`config.mk`:
```
export PLATFORM = sky130hd
export DESIGN_NAME = keypad_entry
export DESIGN_NICKNAME = d
export VERILOG_FILES = /design/src/rtl/keypad_entry.sv
export SDC_FILE = /design/constraint.sdc
export NUM_CORES = 1
export LEC_CHECK = 0
export BUFFER_PORTS_ARGS = -buffer_cell sky130_fd_sc_hd__buf_2
export CELL_PAD_IN_SITES_DETAIL_PLACEMENT = 0
export CELL_PAD_IN_SITES_GLOBAL_PLACEMENT = 1
export CORE_UTILIZATION = 51
export CTS_CLUSTER_DIAMETER = 60
export CTS_CLUSTER_SIZE = 16
export DETAILED_ROUTE_END_ITERATION = 10
export PLACE_DENSITY_LB_ADDON = 0.1
export SETUP_SLACK_MARGIN = 0.4
export SYNTH_ARGS = -nofsm -noshare
export SYNTH_HDL_FRONTEND = slang
export SYNTH_SLANG_ARGS = --single-unit
```
`constraint.sdc`:
```
create_clock -name clk -period 5.4 [get_ports clk]
set_input_delay 0.54 -clock clk [delete_from_list [all_inputs] [get_ports clk]]
set_output_delay 0.54 -clock clk [all_outputs]
set_load 0.05 [all_outputs]
```
`src/rtl/keypad_entry.sv`:
```
// Scans a 4x4 hex keypad, shifts accepted digits into DataOut, and turns Enter/Undo buttons into pulses.
// Key accept latency is 2 sync cycles plus (N_STABLE+1) scan slots plus 1; a button pulse follows its edge by 2+N_DEBOUNCER+1 cycles.
// There is no backpressure: pulses are fire-and-forget. `KEYPAD_CLEAR_ON_ENTER_EN makes Enter clear DataOut.
module keypad_entry #(
    parameter int N_SCAN      = 100000,
    parameter int N_STABLE    = 4,
    parameter int N_DEBOUNCER = 5000000
) (
    input  logic        clk,
    input  logic        resetN,
    input  logic [3:0]  Rows,
    input  logic        EnterBtn,
    input  logic        UndoBtn,
    output logic [3:0]  Cols,
    output logic [15:0] DataOut,
    output logic [3:0]  KeyCode,
    output logic        KeyValid,
    output logic        Enter,
    output logic        Undo
);

    localparam int SCAN_W = (N_SCAN > 1) ? $clog2(N_SCAN) : 1;
    localparam int STB_W  = $clog2(N_STABLE + 1);
    localparam int DB_W   = (N_DEBOUNCER > 1) ? $clog2(N_DEBOUNCER) : 1;

    localparam logic [1:0] S_SCAN     = 2'd0;
    localparam logic [1:0] S_DEBOUNCE = 2'd1;
    localparam logic [1:0] S_ACCEPT   = 2'd2;
    localparam logic [1:0] S_RELEASE  = 2'd3;

    logic [3:0]        rows_s1, rows_s2;
    logic [1:0]        btn_s1, btn_s2;
    logic [1:0]        state;
    logic [1:0]        col;
    logic [1:0]        key_row;
    logic [SCAN_W-1:0] slot_cnt;
    logic [STB_W-1:0]  stable_cnt;
    logic [DB_W-1:0]   db_cnt [2];
    logic [1:0]        db_level, db_level_d, btn_pulse;

    logic        slot_end;
    logic        row_valid;
    logic [1:0]  row_idx;
    logic [3:0]  code;
    logic        clr_data;
    logic [15:0] data_base;

    assign Cols     = ~(4'b0001 << col);
    assign slot_end = (slot_cnt == SCAN_W'(N_SCAN - 1));
    assign code     = {key_row, col};
    assign Enter    = btn_pulse[0];
    assign Undo     = btn_pulse[1];

`ifdef KEYPAD_CLEAR_ON_ENTER_EN
    assign clr_data = Enter;
`else
    assign clr_data = 1'b0;
`endif
    // Clear and accept in the same cycle leaves only the new digit.
    assign data_base = clr_data ? 16'h0000 : DataOut;

    // Zero or several low rows are treated as no key.
    always_comb begin
        row_valid = 1'b0;
        row_idx   = 2'd0;
        case (rows_s2)
            4'b1110: begin row_valid = 1'b1; row_idx = 2'd0; end
            4'b1101: begin row_valid = 1'b1; row_idx = 2'd1; end
            4'b1011: begin row_valid = 1'b1; row_idx = 2'd2; end
            4'b0111: begin row_valid = 1'b1; row_idx = 2'd3; end
            default: ;
        endcase
    end

    always_ff @(posedge clk) begin
        if (!resetN) begin
            rows_s1 <= 4'hF;
            rows_s2 <= 4'hF;
            btn_s1  <= 2'b00;
            btn_s2  <= 2'b00;
        end else begin
            rows_s1 <= Rows;
            rows_s2 <= rows_s1;
            btn_s1  <= {UndoBtn, EnterBtn};
            btn_s2  <= btn_s1;
        end
    end

    always_ff @(posedge clk) begin
        if (!resetN) begin
            state      <= S_SCAN;
            col        <= 2'd0;
            key_row    <= 2'd0;
            slot_cnt   <= '0;
            stable_cnt <= '0;
            KeyValid   <= 1'b0;
            KeyCode    <= 4'h0;
            DataOut    <= 16'h0000;
        end else begin
            KeyValid <= 1'b0;
            slot_cnt <= slot_end ? '0 : slot_cnt + 1'b1;
            if (clr_data)
                DataOut <= 16'h0000;
            case (state)
                S_SCAN: begin
                    if (slot_end) begin
                        if (row_valid) begin
                            key_row    <= row_idx;
                            stable_cnt <= '0;
                            state      <= S_DEBOUNCE;
                        end else begin
                            col <= col + 2'd1;
                        end
                    end
                end
                S_DEBOUNCE: begin
                    if (slot_end) begin
                        if (row_valid && row_idx == key_row) begin
                            if (stable_cnt == STB_W'(N_STABLE - 1))
                                state <= S_ACCEPT;
                            else
                                stable_cnt <= stable_cnt + 1'b1;
                        end else begin
                            state <= S_SCAN;
                            col   <= col + 2'd1;
                        end
                    end
                end
                S_ACCEPT: begin
                    KeyValid   <= 1'b1;
                    KeyCode    <= code;
                    DataOut    <= {data_base[11:0], code};
                    stable_cnt <= '0;
                    state      <= S_RELEASE;
                end
                default: begin
                    // Column stays frozen so a held key is seen but never re-accepted.
                    if (slot_end) begin
                        if (row_valid) begin
                            stable_cnt <= '0;
                        end else if (stable_cnt == STB_W'(N_STABLE - 1)) begin
                            state <= S_SCAN;
                            col   <= col + 2'd1;
                        end else begin
                            stable_cnt <= stable_cnt + 1'b1;
                        end
                    end
                end
            endcase
        end
    end

    always_ff @(posedge clk) begin
        if (!resetN) begin
            for (int i = 0; i < 2; i++)
                db_cnt[i] <= '0;
            db_level   <= 2'b00;
            db_level_d <= 2'b00;
            btn_pulse  <= 2'b00;
        end else begin
            db_level_d <= db_level;
            btn_pulse  <= db_level & ~db_level_d;
            for (int i = 0; i < 2; i++) begin
                if (btn_s2[i] == db_level[i]) begin
                    db_cnt[i] <= '0;
                end else if (db_cnt[i] == DB_W'(N_DEBOUNCER - 1)) begin
                    db_level[i] <= btn_s2[i];
                    db_cnt[i]   <= '0;
                end else begin
                    db_cnt[i] <= db_cnt[i] + 1'b1;
                end
            end
        end
    end

endmodule

```
# ---- Yosys cells after proc, flatten, opt, wreduce, memory -nomap -nowiden
# Memory sizes are Yosys's and may differ from the RTL's.
# Index checks and enable logic that the tools add are counted.
dict set report totals {
  regBits 65
  word_cells 128
  memories 1
  ram_bits 46
  output_inout_bits 27
  input_bits 8
}
# name depth word_bits read_ports rd_clocked_by_memory_dff write_ports line
set memory_table {}
lappend memory_table {db_cnt 2 23 2 0 2 38} ;# logic [DB_W-1:0] db_cnt [2];
dict set report op_classes {
  n_bitwise 13
  muxes 57
  n_addsub 5
  n_reduce_logical 13
  shifts 1
  eq_ne 22
}
# operator count
set ops {}
lappend ops {{$mux 23} 6}
lappend ops {{$add 23x1->23 const B} 2}
lappend ops {{$eq 23x23->1 const B} 2}
lappend ops {{$mux 2} 15}
lappend ops {{$mux 1} 25}
lappend ops {{$mux 3} 7}
lappend ops {{$pmux 2 s3} 3}
lappend ops {{$add 17x1->17 const B} 1}
lappend ops {{$eq 17x17->1 const B} 1}
lappend ops {{$eq 4x4->1 const B} 3}
lappend ops {{$ne 2x2->1 const B} 6}
lappend ops {{$pmux 3 s3} 1}
lappend ops {{$reduce_and 7->1} 1}
lappend ops {{$or 1x1->1} 6}
lappend ops {{$reduce_and 6->1} 1}
lappend ops {{$reduce_and 5->1} 1}
lappend ops {{$eq 4x3->1 const B} 1}
lappend ops {{$ne 4x1->1 const B} 1}
lappend ops {{$not 1->1} 4}
lappend ops {{$not 4->4} 1}
lappend ops {{$reduce_and 2->1} 2}
lappend ops {{$reduce_bool 4->1} 1}
lappend ops {{$reduce_or 4->1} 1}
lappend ops {{$shl 1x2->4 const A} 1}
lappend ops {{17 further kinds} 18}

# ---- Logic depth before layout (Yosys ltp)
# An unclocked memory read counts as a cell.
dict set report depth {
  ltp_word 8
  mapped_depth 8
  depth_no_buf 7
}

# ---- Least setup slack after synthesis
# OpenSTA, ideal clock, no wires.
dict set report synth_path {
  path_type {reg2reg}
  start {memory db_cnt[0][7] (netlist name)}
  end {memory db_cnt[0][18] (netlist name) (data pin)}
  period_less_slack_ns 2.038
  t_required_ns 5.146
  path_stages_with_launch 6
  setup_time_ns 0.254
  path_buffers 1
  path_slack_ns 3.362
  t_arrival_ns 1.784
  path_cell_list {edfxtp_1 or4b_2 nor4_2 nand3b_2 buf_4 nor2_1}
}
# element line
set synth_rtl {}
lappend synth_rtl {{from (decl)} 38}

# ---- Worst setup path in the final report
dict set report layout_path {
  start {register state[0]}
  end {register stable_cnt[1]}
}
dict set report layout_via {
  elab_chain_len 3
  elab_cells_between_ends 10
  classes_between {eq/ne: 6; mux: 1; reduce/logical: 3}
}
# element line
set layout_lines {}
lappend layout_lines {{from (decl)} 33} ;# logic [1:0] state;
lappend layout_lines {{from (signal assigned)} 91} ;# state <= S_SCAN;
lappend layout_lines {{from (signal assigned)} 110} ;# state <= S_DEBOUNCE;
lappend layout_lines {{from (signal assigned)} 120} ;# state <= S_ACCEPT;
lappend layout_lines {{$eq 2x1->1, or another cell as far along} 104} ;# case (state)
lappend layout_lines {{$ne 2x2->1 (no line) or $reduce_bool 2->1 (tied branches)} --}
lappend layout_lines {{$reduce_and 5->1 (no line)} --}
lappend layout_lines {{to (signal assigned)} 122} ;# stable_cnt <= stable_cnt + 1'b1;
lappend layout_lines {{to (signal assigned)} 145} ;# stable_cnt <= stable_cnt + 1'b1;
lappend layout_lines {{to (decl)} 37} ;# logic [STB_W-1:0] stable_cnt;
# Parallel ways exist; a longest one is shown, timed or not.
# A chain may end at the register's enable or synchronous reset.

==> results.py <==
metrics = {
    "die": {
        "pin_count": 35,
        "die_h_um": 102,
        "initial_core_util_pct": 52.6,
        "row_count": 36,
        "die_w_um": 102,
        "core_area_um2": 9770,
        "die-area_um2": 10500,
    },
    "grt": {
        "antenna_found_initial": 0,
        "grt_usage_pct": 17.8,
        "grt_max_degree": 52,
        "grt_pass1_wl_um": 14700,
        "grt-ovfl-total": 0,
        "grt_pass1_vias": 3305,
    },
    "setup_path": {
        "slowest_delay_ps": 880,
        "crit_start": "state[0]$_SDFFE_PN0P_",
        "crit_buf_inv": 1,
        "required_ps": 5690,
        "cp-end-kind": "register",
        "critPathArrivalTime_ps": 2810,
        "cp_top_family": "adder cells",
        "cp_slowest_cell": "ha_1",
        "path_cells": "inv_1, ha_1, nand2b_1, a21o_1, a21o_1, or3_1, o22ai_1",
        "cp_common_cell": "a21o_1",
        "timing.rr.start": "state[0]$_SDFFE_PN0P_",
        "worstPathMaxFanout": 20,
        "crit_type": "register to register",
        "crit_path_start_kind": "register",
    },
    "cells_and_area": {
        "nNetsFinal": 593,
        "syn2layout_area_growth_pct": 11.6,
        "stdcell_area_um2": 5750,
        "final_layout_size_suffix_gt1_share_pct": 10.9,
        "mostFrequentLayoutCells": "nor2_1, dfxtp_1, edfxtp_1, conb_1, xor2_1",
        "final_common_cell": "nor2_1",
        "diodes": 0,
    },
    "placement": {
        "place_ws_ps": 2900,
        "placed_area_um2": 5550,
        "numPortBuffers": 34,
        "gp_congestion": 0.806,
        "place_hpwl_um": 5990,
    },
    "yosys": {
        "ys_seq_elements": 107,
        "synthArstFlopShare_pct": 0,
        "synthAdderAreaFrac_pct": 2.92,
        "synthMuxAreaShare_pct": 4.28,
        "synth-xor-area-share_pct": 10.4,
        "ys_seq_area_share_pct": 50.6,
        "synth_flop_cell": "dfxtp_1",
        "syn_area_um2": 5150,
        "synth_top_family_by_area": "simple AND/OR/NAND/NOR gates",
        "synth-compound-area-share_pct": 2.87,
        "synth-simple-area-share_pct": 26.0,
        "synth-edff-count": 46,
        "synthDistinctLibCells": 55,
        "postSynthAreaPerCell_um2": 10.3,
        "syn_inst": 502,
        "yosysWarnings": 0,
    },
    "clocking": {
        "clk_pin_slew_ps": 100,
        "cts_resized": 0,
        "cts_tree": "done",
        "clockBufferDepth": 2,
        "ctsHoldBuffers": 0,
        "cts_sinks": 107,
        "root_buffer": "clkbuf_8",
        "cts_setup_buffers": 0,
        "cts_made_buffers": 9,
        "htree_levels": 3,
        "clock_latency_ps": 370,
    },
    "route": {
        "detail_route.vias_per_cell": 4.86,
        "wl_per_cell_um": 11.8,
        "drc": 0,
        "via_count": 3454,
        "drt_pass1_iterations": 4,
        "routed_wl_um": 8400,
        "drtIter0Drc": 113,
        "ant_nets": 0,
    },
    "pwr": {
        "intPower_mw": 1.10,
        "leakagePower_nw": 2.15,
        "switching_share_pct": 22.8,
        "power_density_nw_per_um2": 249,
        "comb_power_share_pct": 3.6,
        "peakVddDrop_mv": 0.153,
        "total_power_mw": 1.43,
        "seqPwrFrac_pct": 61.9,
        "p_switching_uw": 326,
        "p_clk_share_pct": 34.5,
    },
    "sta": {
        "timing.fmax_mhz": 397,
        "finalHoldViolations": 0,
        "rsz0062_at_grt": "false",
        "tightest_slew_ps": 1080,
        "min_period_ps": 2520,
        "slew_headroom_pct": 28.2,
        "fin_crit_sh_pct": 46.7,
        "slew_violations": 0,
        "finalSetupViolations": 0,
        "setup_ws_ps": 2880,
        "tns_ps": 0,
        "fin_skew_ps": 13.4,
    },
    "run_status": {
        "status": "complete, no violations",
    },
    "min_path": {
        "min_from": "Rows[1]",
        "hold_class": "input port to register",
    },
    "job": {
        "drv_cap": 0,
    },
}
-- synthesized netlist by cell type, drive strengths merged, types with 2 or more instances --
cell type | n | area (um2)
or3b | 2 | 17.5
nor3b | 3 | 22.5
buf | 10 | 72.6
nor4 | 2 | 25.0
or3 | 4 | 25.0
and4bb | 2 | 25.0
or2 | 2 | 12.5
ha | 12 | 150
mux2i | 22 | 220
inv | 12 | 45.0
xnor2 | 17 | 149
a21o | 2 | 15.0
nand2 | 32 | 120
clkbuf | 9 | 33.8
dfxtp | 61 | 1220
nand3 | 26 | 130
nor2 | 75 | 282
and3 | 8 | 51.3
a21oi | 4 | 20.0
o21ai | 3 | 15.0
edfxtp | 46 | 1380
nand4 | 18 | 119
nand4b | 2 | 17.5
and4 | 4 | 37.5
nand2b | 11 | 68.8
nand3b | 5 | 41.3
nor4b | 4 | 50.1
xor2 | 44 | 385
and2 | 12 | 75.1
nor3 | 10 | 55.1
nor2b | 23 | 144
o22ai | 2 | 12.5
-- kinds of logic after synthesis --
kind of cell | count (synthesis)
compound gates | 21
xor+xnor | 61
fa+ha+maj | 12
buf+inv | 31
flops | 107
mux | 22
other cells | 1
simple gates | 247
-- worst paths after layout --
kind	endpoint	depth (start not counted)	slack, ps
max	stable_cnt[1]$_SDFFE_PN0P_	7	2880
min	rows_s1[1]$_SDFF_PN1_	2	350
max reg2reg	stable_cnt[1]$_SDFFE_PN0P_	7	2880
min reg2reg	btn_pulse[1]$_SDFF_PN0_	1	400
-- state kept, by name, indices dropped and copies added, names as in the netlist, 3 cells and up --
register    cells
db_cnt         46
rows_s2         4
rows_s1         4
slot_cnt       17
stable_cnt      3
DataOut        16
-- metrics by stage --
step,hold slack [ps],instances,util (%)
final,353,711,58.8
after global placement,384,695,56.7
after global routing,328,711,58.8
after CTS,332,711,58.8
after floorplan,367,547,-
after detailed placement,382,695,56.7
-- power groups by stage --
| stage | Combinational [mW] | Sequential [mW] | Clock [mW] |
|---|---|---|---|
| floorplan | 0.0435 | 0.897 | 0 |
| global placement | 0.0505 | 0.902 | 0 |
| detailed placement | 0.0512 | 0.903 | 0 |
| CTS | 0.0515 | 0.884 | 0.508 |
| global route | 0.0599 | 0.888 | 0.537 |
| finish | 0.0517 | 0.884 | 0.493 |
-- per-layer routing --
layer	up-vias	track usage [%]	part of all wire, %
met5	-	0	0
met4	0	8.24	1.8
met3	10	2.46	1.5
met2	29	28.4	46
met1	1591	23.8	51
li1	1824	-	-
-- area by class of cell --
cell class	count	area, um2
multi-input combinational	409	2560
sequential	107	2600
clock inverter	7	76.3
timing repair buffer	34	170
inverter	12	45.0
clock buffer	9	124
fill	868	4030
tap	133	166
Power figures use the tool's default switching activity.
